### src/rtl/add_seq.sv
// ---------------------------------------------------------------------------
// add_seq : multi-word add/subtract sequencer.
//
// Performs a WORDS*BUS_WIDTH-bit a+b or a-b using one BUS_WIDTH-bit adder,
// one word per clock, least-significant word first. The carry between words
// is held in an internal carry register. Subtraction is a + ~b + 1, where the
// +1 is the initial value of the carry register.
//
// Ports:
//   clk      rising-edge clock
//   rst      synchronous active-high reset
//   start    request a new operation (sampled only while ready=1)
//   sub      0 = a+b, 1 = a-b (sampled with start)
//   a, b     full-width operands (sampled with start)
//   ready    a start will be accepted (IDLE or DONE)
//   busy     operation in progress (RUN)
//   done     one-cycle pulse, sum/carry/overflow valid
//   sum      result register, filled progressively during RUN
//   carry    carry out of the MSW (for sub: 1 = no borrow)
//   overflow two's-complement overflow of the full-width operation
// ---------------------------------------------------------------------------
module add_seq #(
  parameter int BUS_WIDTH = 16,
  parameter int WORDS     = 4
) (
  input  logic                         clk,
  input  logic                         rst,
  input  logic                         start,
  input  logic                         sub,
  input  logic [WORDS*BUS_WIDTH-1:0]   a,
  input  logic [WORDS*BUS_WIDTH-1:0]   b,
  output logic                         ready,
  output logic                         busy,
  output logic                         done,
  output logic [WORDS*BUS_WIDTH-1:0]   sum,
  output logic                         carry,
  output logic                         overflow
);

  localparam int W  = WORDS * BUS_WIDTH;
  localparam int KW = (WORDS > 1) ? $clog2(WORDS) : 1;

  typedef enum logic [1:0] {
    IDLE = 2'd0,
    RUN  = 2'd1,
    DONE = 2'd2
  } state_t;

  state_t                state;
  logic [KW-1:0]         k;
  logic                  cy;

  logic [W-1:0]          a_q;
  logic [W-1:0]          b_q;
  logic                  sub_q;

  logic signed [BUS_WIDTH-1:0] aw;
  logic signed [BUS_WIDTH-1:0] bw_raw;
  logic signed [BUS_WIDTH-1:0] bw;
  logic signed [BUS_WIDTH-1:0] sw;
  logic                        cout;
  logic                        ovf;
  logic                        last;

  // One word of the shared adder: returns {carry_out, sum_word}.
  function automatic logic [BUS_WIDTH:0] add_word(
    input logic [BUS_WIDTH-1:0] x,
    input logic [BUS_WIDTH-1:0] y,
    input logic                 cin
  );
    add_word = {1'b0, x} + {1'b0, y} + {{BUS_WIDTH{1'b0}}, cin};
  endfunction

  // Signed overflow of the MSW: operands agree in sign but the result does not.
  // This equals carry-into-MSB XOR carry-out-of-MSB on the effective b.
  function automatic logic ovf_word(
    input logic signed [BUS_WIDTH-1:0] x,
    input logic signed [BUS_WIDTH-1:0] y,
    input logic signed [BUS_WIDTH-1:0] s
  );
    ovf_word = ((x < 0) == (y < 0)) && ((s < 0) != (x < 0));
  endfunction

  // Word select and single-word add for the current index k.
  always_comb begin
    aw     = '0;
    bw_raw = '0;
    for (int i = 0; i < WORDS; i++) begin
      if (k == KW'(i)) begin
        aw     = a_q[i*BUS_WIDTH +: BUS_WIDTH];
        bw_raw = b_q[i*BUS_WIDTH +: BUS_WIDTH];
      end
    end
    bw         = sub_q ? ~bw_raw : bw_raw;
    {cout, sw} = add_word(aw, bw, cy);
    ovf        = ovf_word(aw, bw, sw);
    last       = (k == KW'(WORDS - 1));
  end

  // Operand capture at acceptance; data path only, no reset needed because
  // the state machine never consumes these before a fresh capture.
  always_ff @(posedge clk) begin
    if (ready && start) begin
      a_q   <= a;
      b_q   <= b;
      sub_q <= sub;
    end
  end

  // Sequencer: control, carry chain and result registers.
  always_ff @(posedge clk) begin
    if (rst) begin
      state    <= IDLE;
      k        <= '0;
      cy       <= 1'b0;
      sum      <= '0;
      carry    <= 1'b0;
      overflow <= 1'b0;
      done     <= 1'b0;
      busy     <= 1'b0;
      ready    <= 1'b1;
    end else begin
      case (state)
        IDLE, DONE: begin
          done <= 1'b0;
          if (start) begin
            state <= RUN;
            cy    <= sub;
            k     <= '0;
            busy  <= 1'b1;
            ready <= 1'b0;
          end else begin
            state <= IDLE;
            busy  <= 1'b0;
            ready <= 1'b1;
          end
        end
        RUN: begin
          for (int i = 0; i < WORDS; i++) begin
            if (k == KW'(i)) sum[i*BUS_WIDTH +: BUS_WIDTH] <= sw;
          end
          cy <= cout;
          if (last) begin
            carry    <= cout;
            overflow <= ovf;
            state    <= DONE;
            done     <= 1'b1;
            busy     <= 1'b0;
            ready    <= 1'b1;
          end else begin
            k <= k + KW'(1);
          end
        end
        default: begin
          state <= IDLE;
          done  <= 1'b0;
          busy  <= 1'b0;
          ready <= 1'b1;
        end
      endcase
    end
  end

endmodule

### config.mk
export PLATFORM = sky130hd
export DESIGN_NAME = add_seq
export DESIGN_NICKNAME = d
export VERILOG_FILES = /design/src/rtl/add_seq.sv
export SDC_FILE = /design/constraint.sdc
export NUM_CORES = 1
export LEC_CHECK = 0
export CORE_MARGIN = 5
export CORE_UTILIZATION = 41
export CTS_BUF_LIST = sky130_fd_sc_hd__clkbuf_4 sky130_fd_sc_hd__clkbuf_8 sky130_fd_sc_hd__clkbuf_16
export DETAILED_ROUTE_END_ITERATION = 16
export HOLD_SLACK_MARGIN = 0.1
export PLACE_DENSITY = 0.76
export SLEW_MARGIN = 5
export SYNTH_ARGS = -nofsm -noshare
export SYNTH_HDL_FRONTEND = slang
export SYNTH_SLANG_ARGS = --single-unit
export TNS_END_PERCENT = 30
### constraint.sdc
create_clock -name clk -period 6.75 [get_ports clk]
set_input_delay 1.35 -clock clk [delete_from_list [all_inputs] [get_ports clk]]
set_output_delay 1.35 -clock clk [all_outputs]
set_load 0.01 [all_outputs]
# ---- After elaboration in Yosys (flattened, before gate mapping)
# Index checks and enable logic that the tools add are counted.
dict set report word_totals {
  wordCells 69
  ram_bits 0
  out_inout_bits 69
  mem_count 0
  romBits 0
  register_bits 203
  inputBits 132
  latchBits 0
}
dict set report op_classes {
  bitwise 2
  n_shift 0
  div_mod_pow 0
  mux 23
  reduce_logical 13
  n_lt_le_gt_ge 3
  n_addsub 3
  multipliers 0
  eq_ne 10
}
# operator count
set op_table {}
lappend op_table {{$mux W16} 9}
lappend op_table {{$lt A16 B1 Y1 const B} 3}
lappend op_table {{$add A16 B16 Y17} 1}
lappend op_table {{$add A17 B1 Y17} 1}
lappend op_table {{$not A16 Y16} 1}
lappend op_table {{$reduce_and A2 Y1} 5}
lappend op_table {{$pmux W2 S2} 2}
lappend op_table {{$eq A2 B2 Y1 const B} 3}
lappend op_table {{$mux W1} 6}
lappend op_table {{$mux W2} 3}
lappend op_table {{$ne A2 B2 Y1 const B} 3}
lappend op_table {{$pmux W1 S2} 3}
lappend op_table {{$eq A2 B1 Y1 const B} 2}
lappend op_table {{$logic_not A2 Y1} 2}
lappend op_table {{$reduce_or A2 Y1} 2}
lappend op_table {{$reduce_and A3 Y1} 1}
lappend op_table {{$add A2 B1 Y2 const B} 1}
lappend op_table {{$logic_and A1 B1 Y1} 2}
lappend op_table {{$reduce_bool A2 Y1} 1}
lappend op_table {{$eq A1 B1 Y1} 1}
lappend op_table {{$ne A1 B1 Y1} 1}
lappend op_table {{$not A1 Y1} 1}

# ---- Longest topological paths before layout
# Gate-level depths: netlist of run 1.
dict set report logic_depth {
  ltp_word 12
  depth_mapped 18
  ltp_nobuf 16
}

# ---- Worst setup path before layout of run 1
# OpenSTA, ideal clock, no wires.
dict set report synth_timing {
  kind {input to register}
  from {input start}
  to {register a_q[0] (enable)}
  path_slack_ns 1.957
  t_required_ns 6.247
  arrival_time_ns 4.290
  setup_time_ns 0.503
  stages 1
  path_cell_list {and2_1}
}
dict set report synth_between {
  elab_chain_cells 1
}
# item line
set synth_rtl {}
lappend synth_rtl {{from (decl)} 28} ;# input logic start,
lappend synth_rtl {{$logic_and A1 B1 Y1} 103} ;# if (ready && start) begin
lappend synth_rtl {{to (signal assigned)} 104} ;# a_q <= a;
lappend synth_rtl {{to (decl)} 53} ;# logic [W-1:0] a_q;
# Every way passes these cells.
# A chain may end at the register's enable or synchronous reset.

# ---- Worst setup path in the final report of run 1
dict set report layout_timing {
  from {register k[0]}
  to {register sum[58]}
}
dict set report layout_between {
  elab_chain_cells 9
}
# item line
set layout_rtl {}
lappend layout_rtl {{from (decl)} 50} ;# logic [KW-1:0] k;
lappend layout_rtl {{from (signal assigned)} 151} ;# k <= k + KW'(1);
lappend layout_rtl {{$logic_not A2 Y1} 89} ;# if (k == KW'(i)) begin
lappend layout_rtl {{$mux W16 (4 in a row)} 89}
lappend layout_rtl {{$not A16 Y16} 94} ;# bw = sub_q ? ~bw_raw : bw_raw;
lappend layout_rtl {{$mux W16} 94}
lappend layout_rtl {{$add A16 B16 Y17} 71} ;# add_word = {1'b0, x} + {1'b0, y} + {{BUS_WIDTH{1'b0}}, cin};
lappend layout_rtl {{$add A17 B1 Y17} 71}
lappend layout_rtl {{to (signal, indexed assignment)} 140} ;# if (k == KW'(i)) sum[i*BUS_WIDTH +: BUS_WIDTH] <= sw;
lappend layout_rtl {{to (decl)} 35} ;# output logic [WORDS*BUS_WIDTH-1:0] sum,
# Parallel ways exist; a longest one is shown, timed or not.

==> impl_metrics.ini, run 1 <==
[outcome]
status = completed

[finish]
drive_above_1_share = 0.0641
utilization = 0.551
fin_cells = 1289
fillCellCount = 1791
area_growth_pct = 31.7
nets = 1151
diodes = 0

[global_routing]
grt_pass1_wl_um = 36000
antenna_found_initial = 0
gr-usage-met3 = 0.0374
grt_max_degree = 89
grt_pass1_vias = 6571
globalRouteOverflowTotal = 0
grt_usage = 0.187
grt_util_met2 = 0.315
busiest_layer = met2
grtUsageMet1 = 0.249

[yosys]
synth_area_leader_cell = edfxtp_1
yosys-top-cells-area = edfxtp_1, dfxtp_1, a21oi_1
syn_area_um2 = 8850
synthDistinctLibCells = 59
syn_nets = 978
yosys_warnings = 0
syn_inst = 825
async_flop_share = 0
yosysMostFrequentCell = nand2_1
synth-seq-cells = 203
synth-seq-area-share = 0.605
syn_area_per_cell_um2 = 10.7
synth_common_cells = nand2_1, edfxtp_1, a21oi_1, dfxtp_1, nor2_1
synth-edff-count = 129
yosysTopAreaCellShare = 0.438
ys.flop_type = edfxtp_1

[clock_tree]
cts.sinks = 203
holdBufCountCts = 0
cts_buffers = 22
cts_setup_buffers = 0
cts_tree = done
root_buffer = clkbuf_16
clk_pin_slew_worst_paths_ns = 0.06
clockBufferDepth = 3
htreeDepth = 1
clk_latency_ns = 0.50
cts-resized-gates = 0

[worst_setup_path]
r2r_start = k[0]$_SDFFE_PP0P_
worstRegToRegCells = 17
crit_type = flip-flop to flip-flop
arrival_ns = 4.86
critical_path.cell_chain = inv_1 > ha_1 > buf_4 > nand3b_1 > a21oi_1 > a21oi_1 > o21ai_0 > xnor2_1 > fa_1 > inv_1 > fa_1 > a21oi_1 > o211ai_1 > a21oi_1 > xnor2_1 > nand2_1 > a21oi_1
crit_family = adder cells
critPathMaxFanout = 18
startpoint_type = flip-flop
crit_required_ns = 7.17
max_stage_delay_ns = 0.65
critPathSlowestCell = ha_1
crit_buf_inv = 3
crit_cells = 17
endpoint_kind = flip-flop
r2r_setup_slack_ns = 2.31
r2r-end = sum[58]$_SDFFE_PP0P_
cp_common_cell = a21oi_1

[floorplan]
io_pins = 201
die_w_um = 157
start_util = 0.418
die_y_um = 157
coreArea_um2 = 21200
die_area_um2 = 24600
fp-row-count = 53

[placed_design]
pre_cts_ws_ns = 2.33
dpl.cell_count = 1249
hpwl_um = 16600
gp_congestion = 0.917
io_buffers = 200

[power]
irDropWorstVdd_mv = 0.196
power_uw = 3430
leakage_uw = 0.00409
p_per_area_nw_per_um2 = 294

[timing]
slew_headroom = 0.241
fmax_ghz = 0.225
hold_violations = 0
fin_crit_ns = 4.44
finalCritPeriodShare = 0.658
setup_viol_count_final = 0
fin_skew_ns = 0.0101
finalMaxSlewViolations = 0
tns_ns = 0
rsz0062_at_grt = false
fin_ws_ns = 2.31
worstMarginPinSlew_ns = 1.14

[hold_path]
hold_path_end = sum[4]$_SDFFE_PP0P_
hp-start = sum[4]$_SDFFE_PP0P_
whs_path_depth = 2
min-delay-path-class = flip-flop to flip-flop

[detailed_routing]
vias_per_cell = 5.24
ant_nets = 0
drcViolationCount = 0
wl_um = 23300
first_pass_iters = 5
wl_per_cell_um = 18.1
drt_first_iter_violations = 606
vias = 6750

[job]
drv_cap = 0
==> logic make-up after synthesis <==
group                      count (synthesis)  share of synthesized area
AOI/OAI and AO/OA                        206                      0.141
adders and majority gates                 21                     0.0314
buffers and inverters                     66                     0.0387
muxes                                      2                    0.00240
xor gates and xnor gates                  23                     0.0228
and+or+nand+nor                          304                      0.158
DFF                                      203                      0.605
==> worst max-delay path by stage <==
stage	slack, ns	start	to
finish	2.31	k[0]$_SDFFE_PP0P_	sum[58]$_SDFFE_PP0P_
global route	1.98	k[1]$_SDFFE_PP0P_	sum[13]$_SDFFE_PP0P_
CTS	2.30	k[0]$_SDFFE_PP0P_	sum[62]$_SDFFE_PP0P_
detailed placement	2.33	k[0]$_SDFFE_PP0P_	sum[62]$_SDFFE_PP0P_
global placement	2.47	k[0]$_SDFFE_PP0P_	sum[62]$_SDFFE_PP0P_
floorplan	1.96	start	a_q[0]$_DFFE_PP_
==> where the power goes <==
group	switching, uW	leakage, uW	internal, uW
Clock	469	0.000365	707
Combinational	492	0.00189	311
Sequential	34.3	0.00184	1410
Total	996	0.00409	2430
==> layout make-up <==
type / instances / area (um2) / share of cell area
tap: 275 / 344 / 0.0295
timing repair buffer: 206 / 2040 / 0.175
multi-input combinational: 556 / 3160 / 0.271
clock buffer: 36 / 698 / 0.0599
clock inverter: 4 / 22.5 / 0.00193
sequential: 203 / 5360 / 0.459
inverter: 9 / 33.8 / 0.00290
==> routing by layer <==
| metal | wire, um | vias up |
|---|---|---|
| li1 | - | 3296 |
| met5 | 0 | - |
| met4 | 573 | 0 |
| met2 | 11200 | 263 |
| met3 | 1800 | 36 |
| met1 | 9740 | 3155 |
==> flip-flops by register name (all words and copies together), names as in the netlist <==
signal,cells
a_q,64
b_q,64
sum,64
k,2
state,2
busy,1
carry,1
cy,1
done,1
overflow,1
ready,1
sub_q,1
==> cells in the final DEF (no fill, tap or decap), drive strengths merged, types with 3 or more instances in the layout <==
master / n
a211o: 5
a211oi: 16
a21oi: 113
and2: 6
buf: 7
clkbuf: 36
clkdlybuf4s50: 199
clkinv: 3
dfxtp: 74
edfxtp: 129
ha: 19
inv: 9
nand2: 149
nand2b: 6
nand3: 19
nand3b: 29
nand4: 4
nor2: 64
nor2b: 6
nor3: 8
nor3b: 4
nor4: 4
o21ai: 40
o311ai: 9
o31ai: 4
xnor2: 7
xor2: 16
==> worst register-to-register path, delay by kind of cell, from the launching register on <==
| family | cells | cell delay [ns] |
|---|---|---|
| compound gates | 7 | 1.21 |
| flops | 1 | 0.35 |
| simple gates | 2 | 0.23 |
| xor+xnor | 2 | 0.72 |
| buf+inv | 3 | 0.55 |
| fa+ha+maj | 3 | 1.28 |
==> through the flow <==
| stage | hold WS (ns) | area, um2 |
|---|---|---|
| 2_1_floorplan | 0.474 | 8850 |
| 3_3_place_gp | 0.441 | 10900 |
| 3_5_place_dp | 0.446 | 10900 |
| 4_1_cts | 0.453 | 11700 |
| 5_1_grt | 0.473 | 11700 |
| 6_report | 0.453 | 11700 |
Power figures use the tool's default switching activity.
==> run 2: changes to the inputs <==
Clock period 6.75 ns to 4.1 ns, I/O delays scaled along.
==> run 2 against run 1 <==
  * Die area did not move
  * Highest routed layer unchanged
  * Worst setup slack got worse by 2.1 ns
  * First-iteration DRC count shrank 8.6%
  * Sequential share of layout area is 0.58 points lower
  * Largest power group unchanged
  * Critical path depth decreased by 1
  * Sequential power up 64%
==> impl_metrics.ini, run 2 (synthesis results as in run 1) <==
[finish]
area_growth_pct = 33.4
diodes = 0
nets = 1161
layout_common_cells = clkdlybuf4s50_1, nand2_1, edfxtp_1
reg_top3 = a_q x64, b_q x64, sum x64
utilization = 0.558
fillCellCount = 1782
final_common_cell = clkdlybuf4s50_1
drive_above_1_share = 0.0714

[timing]
hold_violations = 0
slew_headroom = 0.320
rsz0062_at_grt = true
worstMarginPinSlew_ns = 1.02
holdWs_ns = 0.452
finalMaxSlewViolations = 0
fin_skew_ns = 0.0136
fin_crit_ns = 3.88
fmax_ghz = 0.258
setup_viol_count_final = 0
finalCritPeriodShare = 0.946

[worst_setup_path]
crit_required_ns = 4.49
arrival_ns = 4.26
critPathMaxFanout = 25
crit_type = flip-flop to flip-flop
critical_path.cell_chain = inv_1 > ha_1 > buf_4 > nand2_1 > nor2_1 > a21oi_1 > nor2_1 > a21oi_1 > o21ai_0 > ha_1 > a21oi_4 > nand2_4 > o211a_4 > o41ai_4 > nor4_1 > a211o_1
crit_family = compound AO/OA/AOI/OAI gates
crit_buf_inv = 2
startpoint_type = flip-flop
endpoint_kind = flip-flop
max_stage_delay_ns = 0.57
critPathSlowestCell = o41ai_4

[detailed_routing]
vias = 6801
drcViolationCount = 0
vias_per_cell = 5.24
drt_first_iter_violations = 554
wl_um = 23000
first_pass_iters = 6
wl_per_cell_um = 17.7
ant_nets = 0

[outcome]
status = completed

[floorplan]
die_w_um = 157
fp-row-count = 53
die_y_um = 157
io_pins = 201
coreArea_um2 = 21200
die_area_um2 = 24600
start_util = 0.418

[global_routing]
antenna_found_initial = 0
grt_usage = 0.184
grt_pass1_vias = 6601
grt_pass1_wl_um = 35700
grt_max_degree = 61
globalRouteOverflowTotal = 0

[clock_tree]
cts.sinks = 203
clk_latency_ns = 0.50
holdBufCountCts = 0
cts_tree = done
cts_setup_buffers = 0
cts-resized-gates = 0
clockBufferDepth = 3
htreeDepth = 1
clk_pin_slew_worst_paths_ns = 0.06
root_buffer = clkbuf_16
cts_buffers = 22

[power]
irDropWorstVdd_mv = 0.344
p_per_area_nw_per_um2 = 481
leakage_uw = 0.00415

[job]
drv_cap = 0

[placed_design]
io_buffers = 200
gp_congestion = 0.881
hpwl_um = 16900

[hold_path]
min-delay-path-class = flip-flop to flip-flop
[run 2: cell count changes in the layout (fill, tap and decap cells not counted)]
cell	previous run	this run
bufinv_16	0	2
clkbuf_8	4	0
xnor2_1	7	6
clkbuf_4	9	4
clkinvlp_2	0	2
clkinvlp_4	1	2
ha_2	3	1
ha_4	0	2
buf_4	6	12
clkinv_2	3	4
clkinv_1	0	2
buf_12	0	4
xnor2_2	0	1
[run 2: area by class of cell]
| type | count | area (um2) | share of cell area |
|---|---|---|---|
| tap | 275 | 344 | 0.0291 |
| timing repair buffer | 216 | 2170 | 0.184 |
| multi-input combinational | 556 | 3190 | 0.270 |
| sequential | 203 | 5360 | 0.454 |
| clock buffer | 27 | 606 | 0.0513 |
| inverter | 9 | 33.8 | 0.00286 |
| clock inverter | 12 | 113 | 0.00954 |
[run 2: metrics by stage]
stage          setup WS, ns  cell area, um2  power [uW]  setup TNS, ns  cells
2_1_floorplan         0.581            8850        3230              0    825
3_3_place_gp          0.330           11100        3730              0   1259
6_report              0.220           11800        5680              0   1298
4_1_cts               0.263           11800        5710              0   1298
3_5_place_dp          0.284           11100        3760              0   1259
5_1_grt             -0.0247           11800        5960        -0.0247   1298
[run 2: path summary, 6_finish.rpt]
check        cells after the start                  from                   end  slack [ns]
max                             16     k[0]$_SDFFE_PP0P_  sum[29]$_SDFFE_PP0P_        0.22
min                              2  sum[37]$_SDFFE_PP0P_  sum[37]$_SDFFE_PP0P_        0.45
max reg2reg                     16     k[0]$_SDFFE_PP0P_  sum[29]$_SDFFE_PP0P_        0.22
min reg2reg                      2  sum[37]$_SDFFE_PP0P_  sum[37]$_SDFFE_PP0P_        0.45
[run 2: layer usage]
metal,vias up,global-route usage,part of all wire
met1,3159,0.251,0.42
met2,279,0.297,0.47
li1,3323,-,-
met3,40,0.0396,0.085
met5,-,0,0
met4,0,0.0541,0.025
[run 2: power breakdown]
part / internal [uW] / switching, uW
Clock: 1170 / 771
Sequential: 2320 / 53.6
Combinational: 552 / 810
Total: 4050 / 1630
[run 2: worst reg2reg max path: cells and delay by family, from the launching register on]
family | cells | cell delay, ns
adders and majority gates | 2 | 0.65
and+or+nand+nor | 5 | 0.48
DFF | 1 | 0.40
buffers and inverters | 2 | 0.45
AOI/OAI and AO/OA | 7 | 1.79
==> RTL edit 1, RTL diff (settings of run 2) <==
Put one more register stage on the output `overflow`, without a reset. The value now appears one clock later. The other outputs are not delayed to match. Comments in the files are not updated.
--- a/src/rtl/add_seq.sv
+++ b/src/rtl/add_seq.sv
@@ -45,6 +45,8 @@
     RUN  = 2'd1,
     DONE = 2'd2
   } state_t;
+
+  logic overflow_s0;
 
   state_t                state;
   logic [KW-1:0]         k;
@@ -115,7 +117,7 @@
       cy       <= 1'b0;
       sum      <= '0;
       carry    <= 1'b0;
-      overflow <= 1'b0;
+      overflow_s0 <= 1'b0;
       done     <= 1'b0;
       busy     <= 1'b0;
       ready    <= 1'b1;
@@ -142,7 +144,7 @@
           cy <= cout;
           if (last) begin
             carry    <= cout;
-            overflow <= ovf;
+            overflow_s0 <= ovf;
             state    <= DONE;
             done     <= 1'b1;
             busy     <= 1'b0;
@@ -161,5 +163,9 @@
     end
   end
 
+  always_ff @(posedge clk) begin
+    overflow <= overflow_s0;
+  end
+
 endmodule
 
Check against the original RTL: not equivalent (Yosys sat finds a counterexample within 10 cycles, from zero or initial values and one cycle with rst high).
==> RTL edit 1 against run 2 <==
Final area about the same; global-route usage increased by 0.62 points; critical path type unchanged; area after synthesis increased by 0.23%; total power increased by 0.99%; sequential cell count increased by 1; core utilization about the same; worst setup slack improved by 0.10 ns; wire length increased by 4.3%.
==> RTL edit 1: results (changes against run 2) <==
{
  "yosys-top-cells-count": {"value": "nand2_1 (145), edfxtp_1 (129), a21oi_1 (110)", "change": "unchanged"},
  "gr-usage-met2": {"value": 0.3250, "change": "was 0.2966"},
  "post_placement_cell_area": {"value": 11070, "unit": "µm²", "change": "was 11,060 µm²"},
  "critical-path-slowest-cell": {"value": "xnor2_1", "change": "was o41ai_4"},
  "vias": {"value": 6793, "change": "was 6,801"},
  "fin_worst_hold_slack": {"value": 0.3860, "unit": "ns", "change": "was 0.4524 ns"},
  "hpwl": {"value": 17.59, "unit": "mm", "change": "was 16.88 mm"},
  "groute.layer.met1.usage": {"value": 0.2447, "change": "was 0.2511"},
  "placement.setup.worst_slack": {"value": 0.2127, "unit": "ns", "change": "was 0.2840 ns"},
  "post_drt_wl_per_cell": {"value": 18.46, "unit": "µm", "change": "was 17.74 µm"},
  "power.total": {"value": 0.005739, "unit": "W", "change": "was 0.005683 W"},
  "critPathMaxFanout": {"value": 36, "change": "was 25"},
  "min_delay_worst_endpoint": {"value": "overflow", "change": "was sum[37]"},
  "post_synth_main_area_contributors": {"value": "edfxtp_1 (44%), dfxtp_1 (17%), a21oi_1 (6.2%), nand2_1 (6.1%), nor2_1 (2.7%)", "change": "was edfxtp_1 (44%), dfxtp_1 (17%), a21oi_1 (6.2%), nand2_1 (6.2%), nor2_1 (2.7%)"},
  "initial_utilization": {"value": 0.4192, "change": "was 0.4183"},
  "route.met3.wl": {"value": 1.812, "unit": "mm", "change": "was 1.964 mm"},
  "nets": {"value": 1164, "change": "was 1,161"},
  "post_route_cells_drive_above_1_share": {"value": 0.07310, "change": "was 0.07136"},
  "hp-start": {"value": "overflow_s0", "change": "was sum[37]"},
  "routedLengthMet1": {"value": 9.720, "unit": "mm", "change": "was 9.569 mm"},
  "p_int": {"value": 0.004047, "unit": "W", "change": "was 0.004048 W"},
  "grt_pass1_vias": {"value": 6747, "change": "was 6,601"},
  "syn_nets": {"value": 979, "change": "was 978"},
  "critPathCapture": {"value": "sum[10]", "change": "was sum[29]"},
  "r2r.worst_path.cells": {"value": 15, "change": "was 16"},
  "power_leakage": {"value": 4.170, "unit": "nW", "change": "was 4.151 nW"},
  "sum_of_met2_wire_segment_lengths_after_detailed_routing": {"value": 11.81, "unit": "mm", "change": "was 10.91 mm"},
  "final.setup_skew": {"value": 0.01606, "unit": "ns", "change": "was 0.01364 ns"},
  "crit_family": {"value": "adder cells", "change": "was compound AO/OA/AOI/OAI gates"},
  "vdd_ir_drop_max": {"value": 317.0, "unit": "µV", "change": "was 343.6 µV"},
  "wire_length_of_the_first_global_routing_pass": {"value": 36.68, "unit": "mm", "change": "was 35.73 mm"},
  "outcome": {"value": "completed", "change": "unchanged"},
  "syn-mean-instance-area": {"value": 10.74, "unit": "µm²", "change": "was 10.73 µm²"},
  "gp_routability_congestion": {"value": 0.8998, "change": "was 0.8809"}
}
==> RTL edit 1: changes by cell type in the layout (fill, tap and decap cells not counted) <==
cell / delta
buf_12: -2
buf_4: +4
bufinv_16: -1
clkbuf_4: +3
clkbuf_8: +1
clkinv_2: -2
clkinvlp_2: -2
clkinvlp_4: -1
dfxtp_1: +1
ha_2: +1
ha_4: -1
inv_6: +1
inv_8: +1
==> RTL edit 1: cells by family (layout without fill, tap and decap cells) <==
kind of cell,after synthesis,after routing,share of synthesized area
AOI/OAI and AO/OA,206,206,0.1411
xor gates and xnor gates,23,23,0.02271
adders and majority gates,21,21,0.03132
buffers and inverters,66,266,0.03866
DFF,204,204,0.6061
muxes,2,2,0.002398
and+or+nand+nor,304,304,0.1577
==> RTL edit 1: layout make-up <==
class,count,area [µm²]
Clock buffer,31,641.9
Clock inverter,8,75.07
Fill cell,1806,9349
Inverter,9,33.78
Multi-Input combinational cell,556,3178
Sequential cell,204,5375
Tap cell,275,344.1
Timing Repair Buffer,218,2157
==> RTL edit 2, RTL diff (flow settings as in run 2) <==
Without the edit above. `BUS_WIDTH`: 16 -> 14.
--- a/src/rtl/add_seq.sv
+++ b/src/rtl/add_seq.sv
@@ -20,7 +20,7 @@
 //   overflow two's-complement overflow of the full-width operation
 // ---------------------------------------------------------------------------
 module add_seq #(
-  parameter int BUS_WIDTH = 16,
+  parameter int BUS_WIDTH = 14,
   parameter int WORDS     = 4
 ) (
   input  logic                         clk,
Interface: changed (resized a, b and sum); port bits go from 201 to 177. No check against the original RTL was run, so the function may have changed too.
==> RTL edit 2 against run 2 <==
Sequential cell count shrank 24; total power is 16% lower; final area fell by 14%; worst setup slack improved by 0.11 ns; via count is 16% lower; wire length down 17%; critical path depth down 1; maximum frequency increased by 2.8%; hold slack improved by 0.0035 ns; sequential power down 12%; non-clock buffer count fell by 27; combinational power down 17%; area after synthesis shrank 14%; critical endpoint is now sum[52]; largest power group unchanged; highest routed layer is now met5.
==> RTL edit 2: results (changes against run 2) <==
{
  "fillers": {"value": 1551, "change": "was 1,782"},
  "post_synth_edffs": {"value": 113, "change": "was 129"},
  "track_usage": {"value": 0.1784, "change": "was 0.1838"},
  "power_leakage": {"value": 3.570, "unit": "nW", "change": "was 4.151 nW"},
  "critPathCapture": {"value": "sum[52]", "change": "was sum[29]"},
  "outcome": {"value": "completed", "change": "unchanged"},
  "pwr.group.combinational": {"value": 0.00113, "unit": "W", "change": "was 0.00136 W"},
  "vdd_ir_drop_max": {"value": 352.0, "unit": "µV", "change": "was 343.6 µV"},
  "post_synth_main_area_contributors": {"value": "edfxtp_1 (45%), dfxtp_1 (17%), a21oi_1 (5.5%), nand2_1 (5.0%), nor2_1 (3.3%)", "change": "was edfxtp_1 (44%), dfxtp_1 (17%), a21oi_1 (6.2%), nand2_1 (6.2%), nor2_1 (2.7%)"},
  "min_delay_worst_endpoint": {"value": "sum[47]", "change": "was sum[37]"},
  "total_clock_buffers_created_by_cts": {"value": 17, "change": "was 22"},
  "hp-start": {"value": "sum[47]", "change": "was sum[37]"},
  "r2r.worst_path.cells": {"value": 15, "change": "was 16"},
  "placement.setup.worst_slack": {"value": 0.3140, "unit": "ns", "change": "was 0.2840 ns"},
  "place.detailed.instances": {"value": 1066, "change": "was 1,259"},
  "detail_route.iter0.violations": {"value": 509, "change": "was 554"},
  "htree_levels": {"value": 4, "change": "was 1"},
  "clockPowerShare": {"value": 0.328, "change": "was 0.342"},
  "stdcell_count": {"value": 1097, "change": "was 1,298"},
  "seq_area_frac_synth": {"value": 0.6194, "change": "was 0.6052"},
  "io_buffers": {"value": 176, "change": "was 200"},
  "worstSkewPairLatency": {"value": 0.44, "unit": "ns", "change": "was 0.50 ns"},
  "detailedRoute.firstPassIterationCount": {"value": 5, "change": "was 6"},
  "worst_tran_pin_value": {"value": 0.8026, "unit": "ns", "change": "was 1.018 ns"},
  "final_critical_path_setup_slack": {"value": 0.3258, "unit": "ns", "change": "was 0.2204 ns"},
  "routed_via_density": {"value": 5.228, "change": "was 5.240"},
  "gp_routability_congestion": {"value": 0.8931, "change": "was 0.8809"},
  "p_comb_frac": {"value": 0.235, "change": "was 0.240"},
  "post_drt_wl_per_cell": {"value": 17.50, "unit": "µm", "change": "was 17.74 µm"}
}
[RTL edit 2: through the flow]
stage,hold WS (ns),instance area (µm²)
after CTS,0.4566,10160
after detailed placement,0.4473,9603
after floorplan,0.4744,7611
after global placement,0.4417,9603
after global routing,0.4772,10170
final,0.4559,10170
[RTL edit 2: area by class of cell]
type | instances | area (µm²) | share of cell area
Tap cell | 229 | 286.5 | 0.02817
Clock buffer | 18 | 432.9 | 0.04256
Sequential cell | 179 | 4715 | 0.4635
Multi-Input combinational cell | 461 | 2715 | 0.2669
Clock inverter | 13 | 126.4 | 0.01242
Inverter | 8 | 30.03 | 0.002952
Timing Repair Buffer | 189 | 1867 | 0.1835
[RTL edit 2: worst max-delay path: stages, from the launching register on]
cell,delay [ns]
dfxtp_1,0.37
inv_1,0.11
ha_1,0.40
nand3b_1,0.13
a21oi_1,0.17
a21oi_1,0.06
o21ai_0,0.22
xnor2_1,0.11
fa_1,0.44
fa_1,0.47
nor2b_4,0.17
o211ai_4,0.09
a31oi_4,0.26
o41ai_2,0.12
xor2_1,0.36
a211oi_1,0.14
[RTL edit 2: cell families after synthesis]
kind of cell,count (synthesis),synth area share
multiplexers,2,0.002630
AO/OA/AOI/OAI,181,0.1461
XOR/XNOR,25,0.02877
buffers and inverters,50,0.02647
AND/OR/NAND/NOR,234,0.1434
adder cells (fa/ha/maj),19,0.03321
flip-flops,179,0.6194
[RTL edit 2: timing repair]
action | 4_1_cts | 5_1_grt
endpoints found under the hold margin | 0 | 0
gates resized for setup | 0 | 1
setup endpoints to repair | 0 | 2
[RTL edit 2: layer usage]
layer	part of all wire	wire, µm	track usage
met4	0.020	386	0.06256
met3	0.078	1494	0.05547
met2	0.46	8878	0.2799
met1	0.44	8429	0.2349
met5	0.00036	7	0
